==> src/rtl/collision_scanner.sv <==
// collision_scanner: scans a table of N_OBJ objects against one query point,
// one slot per cycle, using a square (Chebyshev) or diamond (Manhattan) footprint.
module collision_scanner #(
  parameter int N_OBJ      = 8,
  parameter int XW         = 10,
  parameter int YW         = 9,
  parameter bit EARLY_EXIT = 1'b1,
  parameter int IW         = $clog2(N_OBJ)
) (
  input  logic          Clk,
  input  logic          Reset,
  input  logic          wr_en,
  input  logic [IW-1:0] wr_idx,
  input  logic [XW-1:0] wr_x,
  input  logic [YW-1:0] wr_y,
  input  logic [XW-1:0] wr_radius,
  input  logic          wr_valid,
  input  logic          req_valid,
  output logic          req_ready,
  input  logic [XW-1:0] check_x,
  input  logic [YW-1:0] check_y,
  input  logic          shape,
  output logic          resp_valid,
  output logic          hit,
  output logic [IW-1:0] hit_idx,
  output logic [IW:0]   hit_count
);

  localparam int SW = ((XW > YW) ? XW : YW) + 2;
  localparam logic [IW-1:0] LAST_IDX = IW'(N_OBJ - 1);

  typedef enum logic [1:0] {
    IDLE,
    SCAN,
    DONE
  } state_t;

  state_t state_q, state_d;

  logic [XW-1:0]    objX_q [N_OBJ];
  logic [YW-1:0]    objY_q [N_OBJ];
  logic [XW-1:0]    objR_q [N_OBJ];
  logic [N_OBJ-1:0] objV_q;

  logic [IW-1:0] idx_q, idx_d;
  logic [XW-1:0] qx_q, qx_d;
  logic [YW-1:0] qy_q, qy_d;
  logic          shape_q, shape_d;
  logic          hit_q, hit_d;
  logic [IW-1:0] hitIdx_q, hitIdx_d;
  logic [IW:0]   hitCount_q, hitCount_d;

  // Valid bits are the only table state that reset must clear.
  always_ff @(posedge Clk) begin
    if (Reset) begin
      objV_q <= '0;
    end else if (wr_en && (int'(wr_idx) < N_OBJ)) begin
      objV_q[wr_idx] <= wr_valid;
    end
  end

  always_ff @(posedge Clk) begin
    if (!Reset && wr_en && (int'(wr_idx) < N_OBJ)) begin
      objX_q[wr_idx] <= wr_x;
      objY_q[wr_idx] <= wr_y;
      objR_q[wr_idx] <= wr_radius;
    end
  end

  logic [XW-1:0] curX;
  logic [YW-1:0] curY;
  logic [XW-1:0] curR;
  logic          curV;
  logic [XW:0]   ax, bx, dx;
  logic [YW:0]   ay, by, dy;
  logic [SW-1:0] rExt, dxExt, dyExt, sumD;
  logic          collide;

  // Operands are zero-extended before subtraction so the distance never wraps.
  always_comb begin
    curX  = objX_q[idx_q];
    curY  = objY_q[idx_q];
    curR  = objR_q[idx_q];
    curV  = objV_q[idx_q];
    ax    = {1'b0, qx_q};
    bx    = {1'b0, curX};
    ay    = {1'b0, qy_q};
    by    = {1'b0, curY};
    dx    = (ax >= bx) ? (ax - bx) : (bx - ax);
    dy    = (ay >= by) ? (ay - by) : (by - ay);
    rExt  = SW'(curR);
    dxExt = SW'(dx);
    dyExt = SW'(dy);
    sumD  = dxExt + dyExt;
    if (shape_q) begin
      collide = curV && (rExt > sumD);
    end else begin
      collide = curV && (rExt > dxExt) && (rExt > dyExt);
    end
  end

  always_comb begin
    state_d    = state_q;
    idx_d      = idx_q;
    qx_d       = qx_q;
    qy_d       = qy_q;
    shape_d    = shape_q;
    hit_d      = hit_q;
    hitIdx_d   = hitIdx_q;
    hitCount_d = hitCount_q;
    case (state_q)
      IDLE: begin
        if (req_valid) begin
          state_d    = SCAN;
          idx_d      = '0;
          qx_d       = check_x;
          qy_d       = check_y;
          shape_d    = shape;
          hit_d      = 1'b0;
          hitIdx_d   = '0;
          hitCount_d = '0;
        end
      end
      SCAN: begin
        if (collide) begin
          if (!hit_q) begin
            hit_d    = 1'b1;
            hitIdx_d = idx_q;
          end
          hitCount_d = hitCount_q + (IW + 1)'(1);
        end
        if ((idx_q == LAST_IDX) || (EARLY_EXIT && collide)) begin
          state_d = DONE;
        end else begin
          idx_d = idx_q + IW'(1);
        end
      end
      DONE: begin
        state_d = IDLE;
      end
      default: begin
        state_d = IDLE;
      end
    endcase
  end

  always_ff @(posedge Clk) begin
    if (Reset) begin
      state_q    <= IDLE;
      idx_q      <= '0;
      qx_q       <= '0;
      qy_q       <= '0;
      shape_q    <= 1'b0;
      hit_q      <= 1'b0;
      hitIdx_q   <= '0;
      hitCount_q <= '0;
    end else begin
      state_q    <= state_d;
      idx_q      <= idx_d;
      qx_q       <= qx_d;
      qy_q       <= qy_d;
      shape_q    <= shape_d;
      hit_q      <= hit_d;
      hitIdx_q   <= hitIdx_d;
      hitCount_q <= hitCount_d;
    end
  end

  assign req_ready  = (state_q == IDLE);
  assign resp_valid = (state_q == DONE);
  assign hit        = hit_q;
  assign hit_idx    = hitIdx_q;
  assign hit_count  = hitCount_q;

endmodule

==> config.mk <==
export PLATFORM = sky130hd
export DESIGN_NAME = collision_scanner
export DESIGN_NICKNAME = d
export VERILOG_FILES = /design/src/rtl/collision_scanner.sv
export SDC_FILE = /design/constraint.sdc
export NUM_CORES = 1
export LEC_CHECK = 0
export BUFFER_PORTS_ARGS = -buffer_cell sky130_fd_sc_hd__buf_2
export CAP_MARGIN = 20
export CORE_MARGIN = 4
export CORE_UTILIZATION = 25
export CTS_CLUSTER_DIAMETER = 100
export DETAILED_ROUTE_END_ITERATION = 7
export PLACE_DENSITY_LB_ADDON = 0.12
export RECOVER_POWER = 50
export SYNTH_ARGS = -nofsm -noshare
export SYNTH_HDL_FRONTEND = slang
export SYNTH_SLANG_ARGS = --single-unit
==> constraint.sdc <==
create_clock -name Clk -period 8.4 [get_ports Clk]
set_clock_uncertainty 0.2 [all_clocks]
set_input_delay 0.42 -clock Clk [delete_from_list [all_inputs] [get_ports Clk]]
set_output_delay 0.42 -clock Clk [all_outputs]
set_load 0.05 [all_outputs]
Word level (Yosys, flattened, before mapping). Memory sizes are Yosys's and may differ from the RTL's. A register that Yosys moved wholly into a read port is not among the register bits. Cells that the tools add are included.

Register bits after elaboration: 41. Bits in writable memories: 232. Input bits: 57. Output and inout bits: 10. Memories: 3.

Add/subtract/negate cells: 7. Magnitude comparators: 8. Equality and inequality tests: 8. Muxes and demuxes: 31. Reductions and logical operators: 14.

Memory list: objR_q (depth 8, width 10, read ports 1, clocked after memory_dff 1, write ports 1, line 42) `logic [XW-1:0] objR_q [N_OBJ];`; objX_q (depth 8, width 10, read ports 1, clocked after memory_dff 1, write ports 1, line 40) `logic [XW-1:0] objX_q [N_OBJ];`; objY_q (depth 8, width 9, read ports 1, clocked after memory_dff 1, write ports 1, line 41) `logic [YW-1:0] objY_q [N_OBJ];`.

Operators with widths (number): 3-bit 2-to-1 mux (10); 10-bit by 10-bit subtractor with 11-bit output (2); 9-bit by 9-bit subtractor with 10-bit output (2); 11-bit by 10-bit adder with 12-bit output (1); 10-bit by 12-bit > comparator with 1-bit output (1); 3-bit one-hot mux with 2 select lines (2); 10-bit by 11-bit > comparator with 1-bit output (1); 11-bit 2-to-1 mux (1); 10-bit >= comparator (1); 10-bit > comparator (1); 10-bit 2-to-1 mux (1); 2-bit != test (second input constant) (5); 9-bit >= comparator (1); 8-bit bitwise mux (1); 3-bit by 4-bit < comparator with 1-bit output (second input constant) (2); 4-bit 2-to-1 mux (2); 4-bit one-hot mux with 2 select lines (1); 1-bit 2-to-1 mux (7); 3-bit AND reduction (2); 1-bit logical AND (5); 4-bit by 1-bit adder with 4-bit output (second input constant) (1); 2-bit 2-to-1 mux (2); 2-bit one-hot mux with 2 select lines (1); 2-bit AND reduction (2); 13 further kinds (13).

Depth between registers and ports, before layout.
Depth in word-level cells: 11. Mapped depth: 35.

Worst setup path after synthesis. No wires, ideal clock.

Path kind: reg2reg. From: register with a tool-made name. To: register hitCount_q[0] (netlist: hit_count[0]). Setup time: 63 ps. Arrival: 7257 ps. Path slack: 880 ps. Stages on the path, launching flop included: 35. Buffers on the path: 4. Period minus slack after synthesis: 7520 ps. Cell sequence: dfxtp_1 > clkbuf_1 > buf_1 > mux4_2 > mux2i_1 > inv_1 > ha_1 > inv_1 > fa_1 > nand3_1 > a211oi_2 > o2111ai_2 > nand2_2 > buf_1 > mux2i_1 > a21boi_0 > xnor2_1 > ha_1 > nand2_1 > nor4_1 > o21a_1 > o21ai_0 > nand2b_1 > xnor2_1 > ha_1 > nand3_1 > a211oi_1 > nor4_1 > a211oi_1 > nand3b_1 > a2111oi_4 > o2111ai_2 > buf_6 > mux2_4 > nor2_2.

RTL lines: to (signal assigned) (line 165) `hitCount_q <= hitCount_d;`; to (decl) (line 51) `logic [IW:0] hitCount_q, hitCount_d;`.

==> summary.md <==
| Metric | Value |
|---|---|
| Status | `finished with violations` |
| Failing checks | `capacitance limit, slew limit` |
| Number of global-route vias before repair | `8971` |
| CP max FO | `26` |
| Residual DRC count | `0` |
| Achievable clock frequency | `0.132 GHz` |
| Maximum clock path buffer count | `3` |
| Max Transition Viols Final | `43` |
| Ant. Diodes | `0` |
| CTS tree | `done` |
| IO Pins | `67` |
| MaxCap Viol Count | `1` |
| DP Worst Slack | `0.618 ns` |
| Overflow after GRT | `0` |
| Critical path class | `register to register` |
| Core area | `53100 µm²` |
| Flop pwr share | `42.8%` |
| Ys async rst share | `0%` |
| Most used cell, CP | `a21o_1` |
| Layout cell share with drive strength beyond 1 | `18.1%` |
| Multi-input logic area | `5260 µm²` |
| Ys Warns | `0` |
| GRT Total Usage | `12.7%` |
| Primary FF master, synth | `edfxtp_1` |
| Syn Nets | `1109` |
| Sum of negative setup slack | `0 ns` |
| Post-route ant nets | `0` |
| PD cells | `220 nW/µm²` |
| DP Wirelength | `24700 µm` |
| Arrival @ worst endpoint | `7.89 ns` |
| Die footprint | `57800 µm²` |
| Area share of the largest cell type after synthesis | `51.6%` |
| Pin count of the biggest net entering global routing | `43` |
| Worst path slowest cell | `mux4_2` |
| Cts bufs inserted | `31` |
| Max Used Layer | `met4` |
| Routed wl met3 | `977 µm` |
| Deepest level of the CTS H-tree | `1` |
| Max transition margin | `-66.7%` |
| Syn Inst Count | `970` |
| Clock sinks | `276` |
| Final worst-path cycle share | `90.4%` |
| Final WS setup | `0.810 ns` |
| Synth top area cells | `edfxtp_1, mux4_2, ha_1` |
| Final hold vios | `0` |
| Area occupied by registers | `7850 µm²` |
| Layout area overhead | `20.2%` |
| Sw Ratio | `28.4%` |
| IO buf count | `66` |
| Clk_lat worst skew | `0.57 ns` |
| Iter 0 DRT Violations | `367` |
| Period minus WS final | `7.59 ns` |
| Overall Power | `3.58 mW` |
| Switching Power | `1.02 mW` |
| Die Wd | `240 µm` |
| RSZ-0062 raised after global routing | `false` |
| Drt wl/cell | `20.1 µm` |
| Via count | `8336` |
| Drt pass-1 iters | `4` |
| Fill count | `5305` |
| Max incr delay on CP | `0.55 ns` |
| Worst setup EP type | `register` |
| Initial antenna violation count | `0` |
| Via-per-instance ratio | `4.57` |
| Number of flops mapped to enable cells by yosys | `232` |
| Mean Syn Cell Area | `13.9 µm²` |
| DR WL met2 | `18400 µm` |
| Cell-internal power | `2.56 mW` |
| Combinational share of power | `23.3%` |
| Num rows | `84` |
| Die Y-Extent | `240 µm` |
| Initial Utilization | `25.5%` |
| Worst min path class | `primary input to register` |
| Met1 WL | `16400 µm` |
| Root buffer selected by CTS | `clkbuf_16` |
| Worst Tran Pin Value | `2.50 ns` |
| Seq/Total Area, Yosys | `58.1%` |
| Synth Cell Area | `13500 µm²` |
| WL final | `36700 µm` |
| First-pass GRT wire length | `55400 µm` |
| CTS clk-pin slew, worst paths | `0.06 ns` |
| Cell taking the most area after synthesis | `edfxtp_1` |
| Final Net Count | `1254` |
| FF+latch count, synth | `276` |
| GPL Wtd Cong | `0.822` |
| Critical Path RT | `8.70 ns` |
| Endpoints failing setup | `0` |
| Leakage | `5.69 nW` |
| Crit start category | `register` |
| Clock power share | `33.9%` |
| Worst VDD drop | `0.000148 V` |
| Yosys cell types | `68` |
==> power groups by stage <==
stage | clock network [mW] | logic (mW) | registers (mW)
final | 1.21 | 0.833 | 1.53
after global routing | 1.32 | 0.935 | 1.53
after CTS | 1.27 | 0.847 | 1.53
after detailed placement | 0 | 0.823 | 1.56
after global placement | 0 | 0.828 | 1.56
after floorplan | 0 | 0.594 | 1.55
==> Yosys cell counts, types with 11 or more instances <==
cell type,count
nor2b_1,13
a21o_1,24
inv_1,78
mux2_2,11
ha_1,78
mux2i_1,32
mux4_2,60
nand2_1,72
o211ai_1,11
a21oi_1,66
dfxtp_1,44
xnor2_1,13
clkbuf_1,18
o21ai_0,18
nor3_1,12
nand3_1,17
nor2_1,38
edfxtp_1,232
==> routing by layer <==
metal,GRT usage [%],up-vias
met1,16.3,4190
met3,1.46,54
met4,3.92,0
met5,0,-
met2,22.5,111
li1,-,3981
==> placed cells by master (no fill, tap or decap), types with 35 or more instances in the layout <==
cell type,instances
clkbuf_1,44
a21oi_1,66
edfxtp_1,232
mux4_2,60
ha_1,78
dfxtp_1,41
dlygate4sd3_1,50
buf_2,35
nand2_1,71
inv_1,78
==> critical path, delay by kind of cell (launching register included) <==
family | cells | cell delay (ns)
adders and majority gates | 3 | 1.04
muxes | 2 | 0.83
DFF | 1 | 0.38
buffers and inverters | 3 | 0.54
AOI/OAI and AO/OA | 12 | 2.84
xor gates and xnor gates | 2 | 0.43
and+or+nand+nor | 7 | 1.25
==> path summary, 6_finish.rpt <==
| path | slack [ns] | end | cells past startpoint | startpoint |
|---|---|---|---|---|
| setup / recovery | 0.81 | hit_count[3] | 29 | register |
| hold / removal | 0.06 | objV_q[7] | 4 | wr_en |
| setup reg to reg | 0.81 | hit_count[3] | 29 | register |
| hold reg to reg | 0.28 | qx_q[4] | 2 | qx_q[4] |
==> logic make-up after synthesis <==
family	Yosys count	synth area share (%)
AND/OR/NAND/NOR	184	6.32
flip-flops	276	58.1
multiplexers	104	13.4
AO/OA/AOI/OAI	186	9.48
buffers and inverters	115	3.35
XOR/XNOR	23	1.55
adder cells (fa/ha/maj)	82	7.82
==> state kept, by name, indices dropped and copies added (netlist names), 3 cells and up, named ones only <==
register   flops
objV_q         8
hit_idx        3
objX_q        80
qx_q          10
idx_q          3
objY_q        72
qy_q           9
objR_q        80
hit_count      4
==> through the flow <==
step | utilization, % | cells | instance area (µm²) | hold WS (ns)
6_report | 30.6 | 1826 | 16200 | 0.0563
2_1_floorplan | - | 970 | 13500 | 0.250
3_5_place_dp | 28.1 | 1720 | 14900 | 0.273
4_1_cts | 30.7 | 1826 | 16300 | 0.0196
3_3_place_gp | 28.1 | 1720 | 14900 | 0.263
5_1_grt | 30.6 | 1826 | 16200 | 0.0517
==> cell type report <==
class	count	share of cell area, %
clock buffers	42	5.09
clock inverters	14	0.424
inverters	78	1.80
multi-input cells	579	32.4
flip-flops and latches	276	48.4
well taps	688	5.30
repair buffers	149	6.64
==> timing repair <==
item                                   4_1_cts  5_1_grt
resized for setup                            0        1
hold buffers                                50        0
endpoints found under the hold margin      259        0
setup buffers                                0        0
setup endpoints to repair                    0        1
(Power assumes the default switching activity.)
